### src/rtl/fifo_wr_framer.sv
// Write-side framer for the dual-clock FIFO: forwards a valid/ready payload stream
// to the FIFO write port and appends a {seq, count} trailer after every frame.
module fifo_wr_framer #(
  parameter int length = 16,
  parameter int CNT_W  = 10
) (
  input  logic              CLK_WR,
  input  logic              RESETN,
  input  logic [length-1:0] S_DATA,
  input  logic              S_VALID,
  input  logic              S_LAST,
  output logic              S_READY,
  output logic [length-1:0] FIFO_DATA,
  output logic              FIFO_WR,
  input  logic              FIFO_FULL,
  output logic              OVF
);

  localparam int SEQ_W = length - CNT_W;
  localparam logic [CNT_W-1:0] CNT_MAX = {CNT_W{1'b1}};

  logic [length-1:0] r_out_data;
  logic [length-1:0] r_skid_data;
  logic              r_out_vld;
  logic              r_out_trl;
  logic              r_skid_vld;
  logic              r_skid_last;
  logic              r_trl_pend;
  logic              r_ovf;
  logic              r_ready;
  logic [CNT_W-1:0]  r_cnt;
  logic [SEQ_W-1:0]  r_seq;

  logic              w_wr;
  logic              w_acc;
  logic              w_load;
  logic              w_skid_ld;
  logic              w_pl_ld;
  logic [length-1:0] w_pl_data;
  logic              w_pl_last;
  logic [length-1:0] w_out_data;
  logic [length-1:0] w_skid_data;
  logic              w_out_vld;
  logic              w_out_trl;
  logic              w_skid_vld;
  logic              w_skid_last;
  logic              w_trl_pend;
  logic              w_ovf;
  logic [CNT_W-1:0]  w_cnt;
  logic [SEQ_W-1:0]  w_seq;

  function automatic logic [CNT_W-1:0] sat_inc(input logic [CNT_W-1:0] c);
    return (c == CNT_MAX) ? c : c + CNT_W'(1);
  endfunction

  assign w_wr   = r_out_vld && !FIFO_FULL;
  assign w_acc  = S_VALID && r_ready;
  assign w_load = !r_out_vld || w_wr;

  always_comb begin
    w_out_data  = r_out_data;
    w_out_vld   = r_out_vld;
    w_out_trl   = r_out_trl;
    w_skid_data = r_skid_data;
    w_skid_vld  = r_skid_vld;
    w_skid_last = r_skid_last;
    w_trl_pend  = r_trl_pend;
    w_cnt       = r_cnt;
    w_ovf       = r_ovf;
    w_seq       = r_seq;
    w_skid_ld   = 1'b0;
    w_pl_ld     = 1'b0;
    w_pl_data   = S_DATA;
    w_pl_last   = S_LAST;

    // Output register refill order: trailer, then skid, then the incoming beat.
    if (w_load) begin
      w_out_vld = 1'b0;
      w_out_trl = 1'b0;
      if (r_trl_pend) begin
        w_out_data = {r_seq, r_cnt};
        w_out_vld  = 1'b1;
        w_out_trl  = 1'b1;
        w_trl_pend = 1'b0;
        w_cnt      = '0;
        w_skid_ld  = w_acc;
      end else if (r_skid_vld) begin
        w_pl_ld    = 1'b1;
        w_pl_data  = r_skid_data;
        w_pl_last  = r_skid_last;
        w_skid_vld = 1'b0;
        w_skid_ld  = w_acc;
      end else begin
        w_pl_ld = w_acc;
      end
    end else begin
      w_skid_ld = w_acc;
    end

    if (w_skid_ld) begin
      w_skid_data = S_DATA;
      w_skid_last = S_LAST;
      w_skid_vld  = 1'b1;
    end

    // Beats are counted as they enter the output register, which keeps frame order.
    if (w_pl_ld) begin
      w_out_data = w_pl_data;
      w_out_vld  = 1'b1;
      w_out_trl  = 1'b0;
      w_trl_pend = w_pl_last;
      w_cnt      = sat_inc(r_cnt);
      if (r_cnt == CNT_MAX) w_ovf = 1'b1;
    end

    if (w_wr && r_out_trl) w_seq = r_seq + SEQ_W'(1);
  end

  always_ff @(posedge CLK_WR) begin
    if (!RESETN) begin
      r_out_data  <= '0;
      r_out_vld   <= 1'b0;
      r_out_trl   <= 1'b0;
      r_skid_vld  <= 1'b0;
      r_skid_last <= 1'b0;
      r_trl_pend  <= 1'b0;
      r_ovf       <= 1'b0;
      r_ready     <= 1'b0;
      r_cnt       <= '0;
      r_seq       <= '0;
    end else begin
      r_out_data  <= w_out_data;
      r_out_vld   <= w_out_vld;
      r_out_trl   <= w_out_trl;
      r_skid_vld  <= w_skid_vld;
      r_skid_last <= w_skid_last;
      r_trl_pend  <= w_trl_pend;
      r_ovf       <= w_ovf;
      r_ready     <= !w_skid_vld;
      r_cnt       <= w_cnt;
      r_seq       <= w_seq;
    end
  end

  always_ff @(posedge CLK_WR) begin
    r_skid_data <= w_skid_data;
  end

  assign S_READY   = r_ready;
  assign FIFO_DATA = r_out_data;
  assign FIFO_WR   = r_out_vld;
  assign OVF       = r_ovf;

endmodule

### config.mk
export PLATFORM = sky130hd
export DESIGN_NAME = fifo_wr_framer
export DESIGN_NICKNAME = d
export VERILOG_FILES = /design/src/rtl/fifo_wr_framer.sv
export SDC_FILE = /design/constraint.sdc
export NUM_CORES = 1
export LEC_CHECK = 0
export ABC_AREA = 1
export CAP_MARGIN = 10
export CELL_PAD_IN_SITES_DETAIL_PLACEMENT = 0
export CELL_PAD_IN_SITES_GLOBAL_PLACEMENT = 2
export CORE_ASPECT_RATIO = 0.8
export CORE_MARGIN = 4
export CORE_UTILIZATION = 31
export DETAILED_ROUTE_END_ITERATION = 10
export PLACE_DENSITY = 0.81
export SYNTH_ARGS = -nofsm -noshare
export SYNTH_HDL_FRONTEND = slang
export SYNTH_SLANG_ARGS = --single-unit
### constraint.sdc
create_clock -name CLK_WR -period 1.9 [get_ports CLK_WR]
set_input_delay 0.19 -clock CLK_WR [delete_from_list [all_inputs] [get_ports CLK_WR]]
set_output_delay 0.19 -clock CLK_WR [all_outputs]
set_load 0.03 [all_outputs]
==> results.md, run 1 <==
* CP max-delay cell: clkdlybuf4s50_1
* Routed WL at roughly 6300 µm
* Number of buffers and inverters on the critical path at 1
* GRT Util Overall at 14.0%
* Async SR Flop Fraction at 0%
* Area share of the leading cell type in the synthesized netlist at a little under a third
* Die ar. at ~9800 µm²
* Worst Tran Pin Value at around 0.56 ns
* Most frequent cell after synthesis: nand2_1
* Syn Area/Cell at 8.31 µm²
* TritonCTS Sinks at 55
* Worst Hold End: r_skid_data[8]$_DFFE_PP_
* Min-Delay Path Depth at 1
* CP peak stage delay at between 0.7 and 0.8 ns
* Leak Pwr at between 1 and 1.5 nW
* Post-DP HPWL at ~4500 µm
* RR Startpoint: r_cnt[0]$_SDFFE_PN0P_
* Worst Path Required at 1.71 ns
* Grt total ovfl at 0
* Ys Warns at 0
* Critical path class: reg -> out
* Seq/Total Area, Yosys at 49.4%
* Predominant post-synthesis flop cell: dfxtp_1
* RSZ-0062 raised after global routing: false
* First-pass GRT wire length at between 10000 and 15000 µm
* Crit path depth at 1
* HP Start: S_DATA[8]
* R2R depth at 10
* Pin count of the biggest net entering global routing at 28
* Number of gates resized after CTS at 0
* Final setup vio count at 0
* Maximum buffer depth of the clock tree at 2
* CP startpoint kind: register
* Top post-synthesis cells by area: dfxtp_1, edfxtp_1, a21oi_1, nand2_1, inv_1
* Ports at 40
* DR iter-0 viols at 124
* Final RePlAce weighted congestion at about 0.8
* Post-layout util at around two fifths
* Share of cells above drive strength 1 at a little under a tenth
* IO buf count at 39
* Vias per Instance at 4.60
* Worst-path cell chain: clkdlybuf4s50_1
* Die X at 109 µm
* Worst hold path type: in -> reg
* Rel. slew slack at between 60% and 70%
* Top delay family on crit path: buffers and inverters
* Clock skew at ~0.0051 ns
* Worst-skew pair later-pin latency at around 0.30 ns
* Drt first pass iters at 4
* Die Y at between 80 and 90 µm
* Post-route DRC at 0
* Initial antenna violation count at 0
* Diodes inserted at 0
* TritonCTS Buffers at 5
* Final hold violation count at 0
* CTS tree: built
* Post-synth EDFFs at 16
* Core area at 7980 µm²
* Critical Path AT at about 1.5 ns
* Mapped Nets at 330
* Peak VDD IR at about 0.00032 V
* Fin. max-slew vios at 0
* Tcrit/Tclk final at 88.7%
* Power Density at about 790 nW/µm²
* Hold_buf cts at 0
* Post-synth top area cell: dfxtp_1
* CTS clk-pin slew, worst paths at around 0.10 ns
* Mapped Area at 2550 µm²
* Crit Path Max Fanout at 5
* Fill cells at 826
* Reg2reg end: r_cnt[0]$_SDFFE_PN0P_
* CTS H-Tree Depth at 2
* Row cnt at 29
* Crit end category: output pin
* Post-synthesis register bit count at 55
* DRT antenna net count at 0
* Starting Density at 32.0%
* CTS Root Cell: clkbuf_8
* Max_cap viols at 0
* Cell variety after synth at 31
* Flop-to-flop setup slack at approximately 0.30 ns
* Wire per inst at 13.9 µm
* Layout area overhead at 24.2%
* Nets at 370
* F_max at roughly 600 MHz
* Via count at about 2100
* Final min period at 1.69 ns
* Post-Synthesis Cells at between 300 and 400
* Setup TNS Final at 0 ns
* Number of global-route vias before repair at between 2000 and 2500
* Most common library cells after synthesis: nand2_1, a21oi_1, dfxtp_1, inv_1, nor2_1
* Post-CTS setup buffer count at 0
* Outcome: completed
==> per-stage QoR <==
step	std cells	area [µm²]	setup slack (ns)	hold slack, ns	total power, mW
after global placement	448	3060	0.186	0.453	1.75
final	455	3170	0.214	0.463	2.49
after global routing	455	3170	0.144	0.451	2.61
after detailed placement	448	3060	0.164	0.451	1.75
after floorplan	307	2550	0.339	0.289	1.57
after CTS	455	3170	0.207	0.452	2.52
==> registers in the layout (all words and copies together) (netlist names) <==
register / count
r_cnt: 10
S_READY: 1
r_trl_pend: 1
FIFO_DATA: 16
r_out_trl: 1
FIFO_WR: 1
r_seq: 6
OVF: 1
r_skid_vld: 1
r_skid_last: 1
r_skid_data: 16
==> metal layers <==
metal  GRT usage, %  vias up  part of all wire, %
met4           3.74        0                 0.62
li1               -     1096                    -
met2           21.6       36                   43
met1           20.3      957                   53
met5              0        -                    0
met3           2.31        2                  3.3
==> kinds of logic (layout without fill, tap and decap cells) <==
logic type,Yosys count,in the layout,share of synthesized area (%)
AOI/OAI and AO/OA,85,85,19.2
xor gates and xnor gates,2,2,0.686
adders and majority gates,2,2,0.980
buffers and inverters,53,93,9.61
DFF,55,55,49.4
and+or+nand+nor,110,110,20.1
==> area by class of cell <==
class / count / area, µm² / share of cell area [%]
clock buffer: 5 / 68.8 / 2.17
clock inverter: 2 / 37.5 / 1.18
inverter: 40 / 153 / 4.82
multi-input combinational: 199 / 1050 / 33.0
sequential: 55 / 1260 / 39.8
tap: 108 / 135 / 4.26
timing repair buffer: 46 / 468 / 14.8
==> power by group <==
part,switching (mW),internal [mW],total (mW)
registers,0.0342,1.26,1.29
logic,0.250,0.175,0.425
clock network,0.387,0.386,0.773
total,0.671,1.82,2.49
==> worst max-delay path by stage <==
stage | from | to | slack [ns]
CTS | FIFO_WR$_SDFFE_PN0P_ | FIFO_WR | 0.21
global route | r_cnt[0]$_SDFFE_PN0P_ | r_cnt[6]$_SDFFE_PN0P_ | 0.14
floorplan | FIFO_WR$_SDFFE_PN0P_ | r_skid_data[0]$_DFFE_PP_ | 0.34
global placement | FIFO_FULL | FIFO_DATA[5]$_SDFFE_PN0P_ | 0.19
finish | FIFO_WR$_SDFFE_PN0P_ | FIFO_WR | 0.21
detailed placement | FIFO_FULL | FIFO_DATA[4]$_SDFFE_PN0P_ | 0.16
==> placed cells by master (no fill, tap or decap), drive strengths merged <==
master / n
clkbuf: 5
nand3: 16
nand4: 1
clkinvlp: 1
bufinv: 1
nand2: 58
ha: 2
xor2: 1
o21ai: 21
nand3b: 3
xnor2: 1
inv: 40
or2: 2
nor2: 26
edfxtp: 16
dfxtp: 39
buf: 7
clkdlybuf4s50: 39
nor3: 4
a21oi: 46
o211ai: 18
(Power assumes the default switching activity.)
==> inputs of run 2 (changes only) <==
- PLACE_DENSITY: 0.81 -> unset
- PLACE_DENSITY_LB_ADDON: unset -> 0.08
==> results.md, run 2 (synthesis gave the netlist of run 1 again) <==
* Row cnt at 29 (unchanged)
* Nets at 371 (+0.27%)
* Most common cell after layout, fill and taps aside: nand2_1
* CP peak stage delay at 0.71 ns (about the same)
* DR iter-0 viols at 106 (-15%)
* Power Density at 754 nW/µm² (-4.0%)
* IO buf count at 39 (unchanged)
* Design internal power at 1.70 mW (-6.7%)
* GRT Util Overall at 14.1% (+0.17 points)
* Die X at 109 µm (unchanged)
* NetSw at 0.685 mW (+2.0%)
* Critical Path AT at 1.46 ns (-0.04 ns)
* Wire per inst at 13.9 µm (+0.59%)
* Share of cells above drive strength 1 at 9.74% (+0.52 points)
* CTS H-Tree Depth at 2 (unchanged)
* WL met1 at 3540 µm (+5.7%)
* Post-CTS setup buffer count at 0 (unchanged)
* CTS clk-pin slew, worst paths at 0.10 ns (about the same)
* Final min period at 1.65 ns (-0.0392 ns)
* Die ar. at 9760 µm² (unchanged)
* Post-DP HPWL at 4670 µm (+3.5%)
* Tcrit/Tclk final at 86.7% (-2.1 points)
* Diodes inserted at 0 (unchanged)
* First-pass GRT wire length at 10600 µm (-0.58%)
* Layout area overhead at 23.7%
* Crit end category: output pin
* Critical path class: reg -> out
* Initial antenna violation count at 0 (unchanged)
* DR top layer: met4
* Maximum buffer depth of the clock tree at 2 (unchanged)
* Fill cells at 876 (+6.1%)
* Crit Path Max Fanout at 5 (unchanged)
* Fin. max-slew vios at 0 (unchanged)
* Final hold violation count at 0 (unchanged)
* CTS Root Cell: clkbuf_8
* Hold_buf cts at 0 (unchanged)
* Post-layout util at 39.6% (-0.14 points)
* CP Launch Point: FIFO_WR$_SDFFE_PN0P_
* Post-route DRC at 0 (unchanged)
* CP startpoint kind: register
* Vias per Instance at 4.68 (+1.9%)
* Outcome: completed
* Drt first pass iters at 4 (unchanged)
* Via count at 2141 (+2.4%)
* Worst Path Required at 1.71 ns (about the same)
* Number of global-route vias before repair at 2048 (-2.8%)
* Comb pwr share at 18.0% (+1.0 points)
* Worst-path cell chain: clkdlybuf4s50_1
* Leak Pwr at 1.25 nW (+0.28%)
* Worst-skew pair later-pin latency at 0.31 ns (about the same)
* Ports at 40 (unchanged)
* RSZ-0062 raised after global routing: false
* DRT antenna net count at 0 (unchanged)
* Power share of the clock group at 27.8% (-3.2 points)
* F_max at 607 MHz (+2.4%)
* Switching share of power at 28.7% (+1.8 points)
* Die Y at 89.2 µm (unchanged)
* TritonCTS Buffers at 5 (unchanged)
* Peak VDD IR at 0.000353 V (+10%)
* Grt total ovfl at 0 (unchanged)
* WL met2 at 2540 µm (-6.1%)
* Setup TNS Final at 0 ns (unchanged)
* Core area at 7980 µm² (unchanged)
* CP max-delay cell: clkdlybuf4s50_1
* CTS tree: built
* Pin count of the biggest net entering global routing at 28 (unchanged)
* Top delay family on crit path: buffers and inverters
* Worst Tran Pin Value at 0.592 ns (+0.0309 ns)
* Final setup vio count at 0 (unchanged)
* Register share of total power at 54.1% (+2.2 points)
* TritonCTS Sinks at 55 (unchanged)
* Most frequent cells in the layout: nand2_1, a21oi_1, dfxtp_1, clkdlybuf4s50_1, inv_1
* RR Startpoint: r_cnt[1]$_SDFFE_PN0P_
* Number of buffers and inverters on the critical path at 1 (unchanged)
* Rel. slew slack at 60.5% (-2.1 points)
* Max_cap viols at 0 (unchanged)
* Clock skew at 0.00576 ns (+0.000659 ns)
* HP Start: OVF$_SDFFE_PN0P_
* Final RePlAce weighted congestion at 0.750 (-4.9%)
* Starting Density at 32.0% (unchanged)
* Routed WL at 6370 µm (+1.0%)
* Number of gates resized after CTS at 0 (unchanged)
* Worst hold path type: reg -> reg
* Met3 WL at 229 µm (+9.6%)
run 2: cell type report:
class	instances	area, µm²	share of cell area, %
Sequential cell	55	1260	39.9
Multi-Input combinational cell	199	1050	33.1
Timing Repair Buffer	47	475	15.1
Inverter	40	153	4.83
Tap cell	108	135	4.28
Clock buffer	5	68.8	2.18
Clock inverter	3	18.8	0.594
run 2: path summary, 6_finish.rpt:
| check | to | slack (ns) | cells past startpoint |
|---|---|---|---|
| setup / recovery | FIFO_WR | 0.25 | 1 |
| hold / removal | OVF$_SDFFE_PN0P_ | 0.45 | 2 |
| setup reg to reg | r_cnt[1]$_SDFFE_PN0P_ | 0.41 | 10 |
| hold reg to reg | OVF$_SDFFE_PN0P_ | 0.45 | 2 |
run 2: per-layer routing:
metal | vias up | track usage [%]
li1 | 1110 | -
met2 | 44 | 20.1
met1 | 980 | 21.8
met5 | - | 0
met3 | 7 | 2.96
met4 | 0 | 3.40
run 2: through the flow:
step	area [µm²]	setup slack (ns)	cells	hold WS, ns	power (mW)
floorplan	2550	0.339	307	0.289	1.57
global route	3160	0.161	457	0.440	2.52
detailed placement	3070	0.190	449	0.440	1.75
finish	3160	0.254	457	0.453	2.38
global placement	3070	0.223	449	0.453	1.75
CTS	3160	0.230	457	0.445	2.43
run 2: power groups by stage:
stage	Combinational [mW]	Sequential [mW]	Clock, mW
final	0.429	1.29	0.663
after CTS	0.437	1.29	0.702
after global placement	0.436	1.32	0
after global routing	0.472	1.30	0.747
after floorplan	0.187	1.38	0
after detailed placement	0.436	1.32	0
run 2: worst register-to-register path, stage by stage, from the launching register on:
cell and delay (ns):
dfxtp_1 0.37, ha_1 0.19, nand2_2 0.08, nor2_2 0.18
nand2_2 0.09, nor2_4 0.12, nand2_4 0.11, nand2_4 0.10
inv_2 0.04, nor2_1 0.07, nor2_1 0.04
==> RTL edit 1, RTL diff (config.mk and constraints of run 2) <==
The parameter `CNT_W` goes from 10 to 5.
--- a/src/rtl/fifo_wr_framer.sv
+++ b/src/rtl/fifo_wr_framer.sv
@@ -3,5 +3,5 @@
 module fifo_wr_framer #(
   parameter int length = 16,
-  parameter int CNT_W  = 10
+  parameter int CNT_W  = 5
 ) (
   input  logic              CLK_WR,
Check against the original RTL: not equivalent (Yosys sat finds a counterexample within 10 cycles, from zero or initial values and one cycle with RESETN low).
==> RTL edit 1 against run 2 <==
Area after synthesis down 0.74%; setup slack better by 44 ps; routed wire length down 4.6%; power up 1.2%; utilization down 0.055 points; sequential cell count unchanged; design area down 0.59%; clock skew up 6.3 ps.
==> RTL edit 1: results (changes against run 2) <==
| Metric | Value |
|---|---|
| Avg Inst Size Synth | `8.36 sq um (+0.58%)` |
| Final net count | `370 (-0.27%)` |
| Hold worst-path end | `r_skid_data[9]` |
| Detailed Route Iter0 Violations | `49 (-54%)` |
| Worst slew pin tran | `338 ps (-254 ps)` |
| Mapped Nets | `327 (-0.91%)` |
| Met2 WL | `2.46 mm (-3.3%)` |
| Seq pwr share | `53.8% (-0.3 points)` |
| Layout filler cell count | `835 (-4.7%)` |
| Multi-input gate share of total cell area | `32.0% (-1.1 points)` |
| Multi-input comb cells | `191 (-4.0%)` |
| CP max FO | `4 (-1)` |
| Worst Skew | `12.1 ps (+6.32 ps)` |
| Detailed Place HPWL | `4.55 mm (-2.7%)` |
| Dpl ws | `248 ps (+58.5 ps)` |
| Logic inverters | `46 (+15%)` |
| Clock Network Area Fraction | `2.87% (+0.096 points)` |
| Met3 WL post-DR | `203 um (-11%)` |
| Worst hold path startpoint | `S_DATA[9]` |
| First-pass GRT wire length | `10.1 mm (-4.9%)` |
| Synth top area cells | `dfxtp_1 31%, edfxtp_1 19%, a21oi_1 8.7%, nand2_1 7.1%, inv_1 5.5%` |
| Hold depth | `1 (-1)` |
| Period utilisation layout | `84.4% (-2.3 points)` |
| R2R cell count | `9 (-1)` |
| Synth cell count leaders | `48 x nand2_1, 44 x a21oi_1, 39 x dfxtp_1` |
| Sequential share of the synthesized area | `49.8% (+0.37 points)` |
| Met2 Use GR | `19.6% (-0.43 points)` |
| Met1 usage | `21.0% (-0.76 points)` |
| Total GRT Usage | `13.7% (-0.40 points)` |
| WP data arrival | `1410 ps (-50 ps)` |
| Peak supply drop | `0.337 mV (-4.4%)` |
| Via count | `2039 (-4.8%)` |
| Clock transition at path regs | `110 ps` |
| Worst Hold Class | `in2reg` |
| Status | `finished, final reports clean` |
| Grt met3 use | `2.92% (-0.043 points)` |
| P_sw | `0.703 mW (+2.6%)` |
| FF-to-FF setup slack | `390 ps (-20 ps)` |
| Largest net degree at the start of global routing | `22 (-21%)` |
RTL edit 1: worst reg2reg max path, cell delays in order (launching register included):
cell     delay (ps)
dfxtp_1         410
ha_1            230
nand2_1          60
nor2_1           90
ha_1            170
nand3_2         130
nand2_4         140
inv_2            60
nor2_1           80
nor2_1           50
RTL edit 1: through the flow:
step / total power, mW / instance area [sq um] / util (%) / hold WS (ps)
global route: 2.54 / 3140 / 39.5 / 428
detailed placement: 1.77 / 3050 / 38.4 / 450
finish: 2.41 / 3140 / 39.5 / 450
floorplan: 1.59 / 2530 / - / 289
global placement: 1.77 / 3050 / 38.4 / 437
CTS: 2.45 / 3140 / 39.5 / 438
RTL edit 1: cell families after synthesis:
logic type | count (synthesis) | synth area share [%]
compound gates | 90 | 20.2
xor+xnor | 1 | 0.346
fa+ha+maj | 3 | 1.48
buf+inv | 57 | 10.6
flops | 55 | 49.8
simple gates | 97 | 17.6
==> RTL edit 2, RTL diff (flow settings as in run 2) <==
Without the edit above. Make the reset (`RESETN`) asynchronous in one clocked block.
--- a/src/rtl/fifo_wr_framer.sv
+++ b/src/rtl/fifo_wr_framer.sv
@@ -117,5 +117,5 @@
   end
 
-  always_ff @(posedge CLK_WR) begin
+  always_ff @(posedge CLK_WR or negedge RESETN) begin
     if (!RESETN) begin
       r_out_data  <= '0;
Formal check against the unedited RTL: differs if RESETN is asserted again (counterexample within 4 cycles, from zero or initial values and one cycle with RESETN low); with RESETN held inactive, the same outputs for 10 cycles.
==> RTL edit 2 against run 2 <==
Routed wire length up 0.91%; setup slack improved by 45 ps; die area up 1.3%; sequential cell count did not move; area after synthesis grew 1.4%; design area is 1.1% higher; critical path type unchanged; largest cell class unchanged.
Power is not compared: it rests on default switching activity, and its combinational part moved more than twofold at a synthesized area within 25%.
==> RTL edit 2: results (changes against run 2) <==
| Metric | Value |
|---|---|
| Synth Area in Adders | `0.967% (-0.013 points)` |
| R2R cell count | `9 (-1)` |
| Number of global-route vias before repair | `1966 (-4.0%)` |
| I/O Buffers | `39 (unchanged)` |
| Total GRT Usage | `14.0% (-0.14 points)` |
| Worst Skew | `9.15 ps (+3.39 ps)` |
| Mapped Nets | `280 (-15%)` |
| FF-to-FF setup slack | `380 ps (-30 ps)` |
| Final net count | `324 (-13%)` |
| CP max FO | `4 (-1)` |
| Avg Inst Size Synth | `10.1 sq um (+21%)` |
| Largest net degree at the start of global routing | `40 (+43%)` |
| TritonRoute pass-1 iters | `4 (unchanged)` |
| WP data arrival | `1410 ps (-50 ps)` |
| Met3 WL post-DR | `280 um (+22%)` |
| Top FF cell, synth | `dfrtp_1` |
| Synth cell count leaders | `39 x dfrtp_1, 39 x nand2_1, 33 x a21oi_1` |
| First-pass GRT wire length | `10.8 mm (+1.3%)` |
| FF-to-FF End | `r_cnt[2]` |
| Hold_buf cts | `1 (+1)` |
| M1 WL | `3.57 mm (+0.88%)` |
| Synth Area in Compound Gates | `13.8% (-5.4 points)` |
| # diodes | `0 (unchanged)` |
| Sequential share of the synthesized area | `56.3% (+6.9 points)` |
| Xor and xnor fraction of the mapped netlist area | `2.03% (+1.3 points)` |
| Library cells used by synthesis | `34 (+9.7%)` |
| Peak supply drop | `about 0.42 mV` |
| Ys async rst share | `70.9% (+71 points)` |
| Met2 WL | `2.53 mm (-0.55%)` |
| Synth top area cells | `dfrtp_1 38%, edfxtp_1 19%, a21oi_1 6.4%, nand2_1 5.7%, o2111ai_1 5.4%` |
| Dpl ws | `144 ps (-46.0 ps)` |
| Via density | `4.69 (+0.11%)` |
| CP max stage cell | `clkdlybuf4s50_1` |
| Placed Instances | `401 (-11%)` |
| Via count | `1923 (-10%)` |
| Detailed Place HPWL | `4.56 mm (-2.4%)` |
| Resize count post-CTS | `0 (unchanged)` |
| Peak Freq | `624 MHz (+2.8%)` |
| Detailed Route Iter0 Violations | `79 (-25%)` |
| Status | `finished, final reports clean` |
| Cts bufs inserted | `5 (unchanged)` |
| Hold depth | `3 (+1)` |
| Slew headroom | `65.2% (+4.8 points)` |
| Wirelength per Cell | `15.7 um (+12%)` |
| Worst path max stage delay | `690 ps (-20 ps)` |
| Root Driver | `clkbuf_8` |
| Crit-path leading delay family | `buffers and inverters` |
| Post-synthesis mux area share | `0.822% (+0.82 points)` |
| Worst Hold Class | `in2reg` |
| CP endpoint | `FIFO_WR` |
| Crit path from | `FIFO_WR` |
| Hold Fails Final Rpt | `0 (unchanged)` |
| Layout cell share with drive strength beyond 1 | `14.6% (+4.8 points)` |
| Routability cong. | `0.745 (-0.68%)` |
| RR Startpoint | `r_cnt[0]` |
| Placed cell area | `3100 sq um (+0.86%)` |
RTL edit 2: changes by cell type after synthesis, moves of 10 or more:
cell | before | now
inv_1 | 37 | 12
a21oi_1 | 43 | 33
dfrtp_1 | 0 | 39
nand2_1 | 51 | 39
o211ai_1 | 18 | 0
o2111ai_1 | 0 | 16
dfxtp_1 | 39 | 0
o21ai_0 | 19 | 0
or2_2 | 1 | 11
RTL edit 2: worst min-delay path by stage:
stage	start	to	slack, ps
final	S_LAST	r_skid_last	460
after global routing	S_DATA[3]	r_skid_data[3]	450
after CTS	S_LAST	r_skid_last	450
after detailed placement	RESETN	r_seq[2]	290
after global placement	RESETN	r_seq[1]	290
after floorplan	RESETN	FIFO_DATA[0]	-110
RTL edit 2: tightest hold or removal path, cell delays in order:
cell	delay, ps
clkdlybuf4s50_1	430
nand2_1	80
nand2_1	40
RTL edit 2: logic make-up (layout without fill, tap and decap cells):
| family | after synthesis | in the layout |
|---|---|---|
| AND/OR/NAND/NOR | 109 | 109 |
| multiplexers | 2 | 2 |
| AO/OA/AOI/OAI | 56 | 56 |
| adder cells (fa/ha/maj) | 2 | 2 |
| XOR/XNOR | 6 | 6 |
| flip-flops | 55 | 55 |
| buffers and inverters | 27 | 72 |
RTL edit 2: power breakdown:
| group | internal, mW | total [mW] | switching, mW |
|---|---|---|---|
| sequential | 1.63 | 1.90 | 0.264 |
| combinational | 0.898 | 2.39 | 1.49 |
| clock | 0.260 | 0.644 | 0.385 |
| total | 2.79 | 4.93 | 2.14 |
RTL edit 2: cell type report:
cell class                 count  area [sq um]
timing repair buffer          47           448
multi-input combinational    175           998
clock inverter                 2          12.5
inverter                      17          68.8
sequential                    55          1460
tap                          108           135
fill                         802          4830
clock buffer                   6          72.6
RTL edit 2: per-layer routing:
metal / up-vias / GRT usage (%)
met4: 0 / 3.08
met1: 902 / 23.1
met2: 34 / 18.4
li1: 982 / -
met5: - / 0
met3: 5 / 2.87
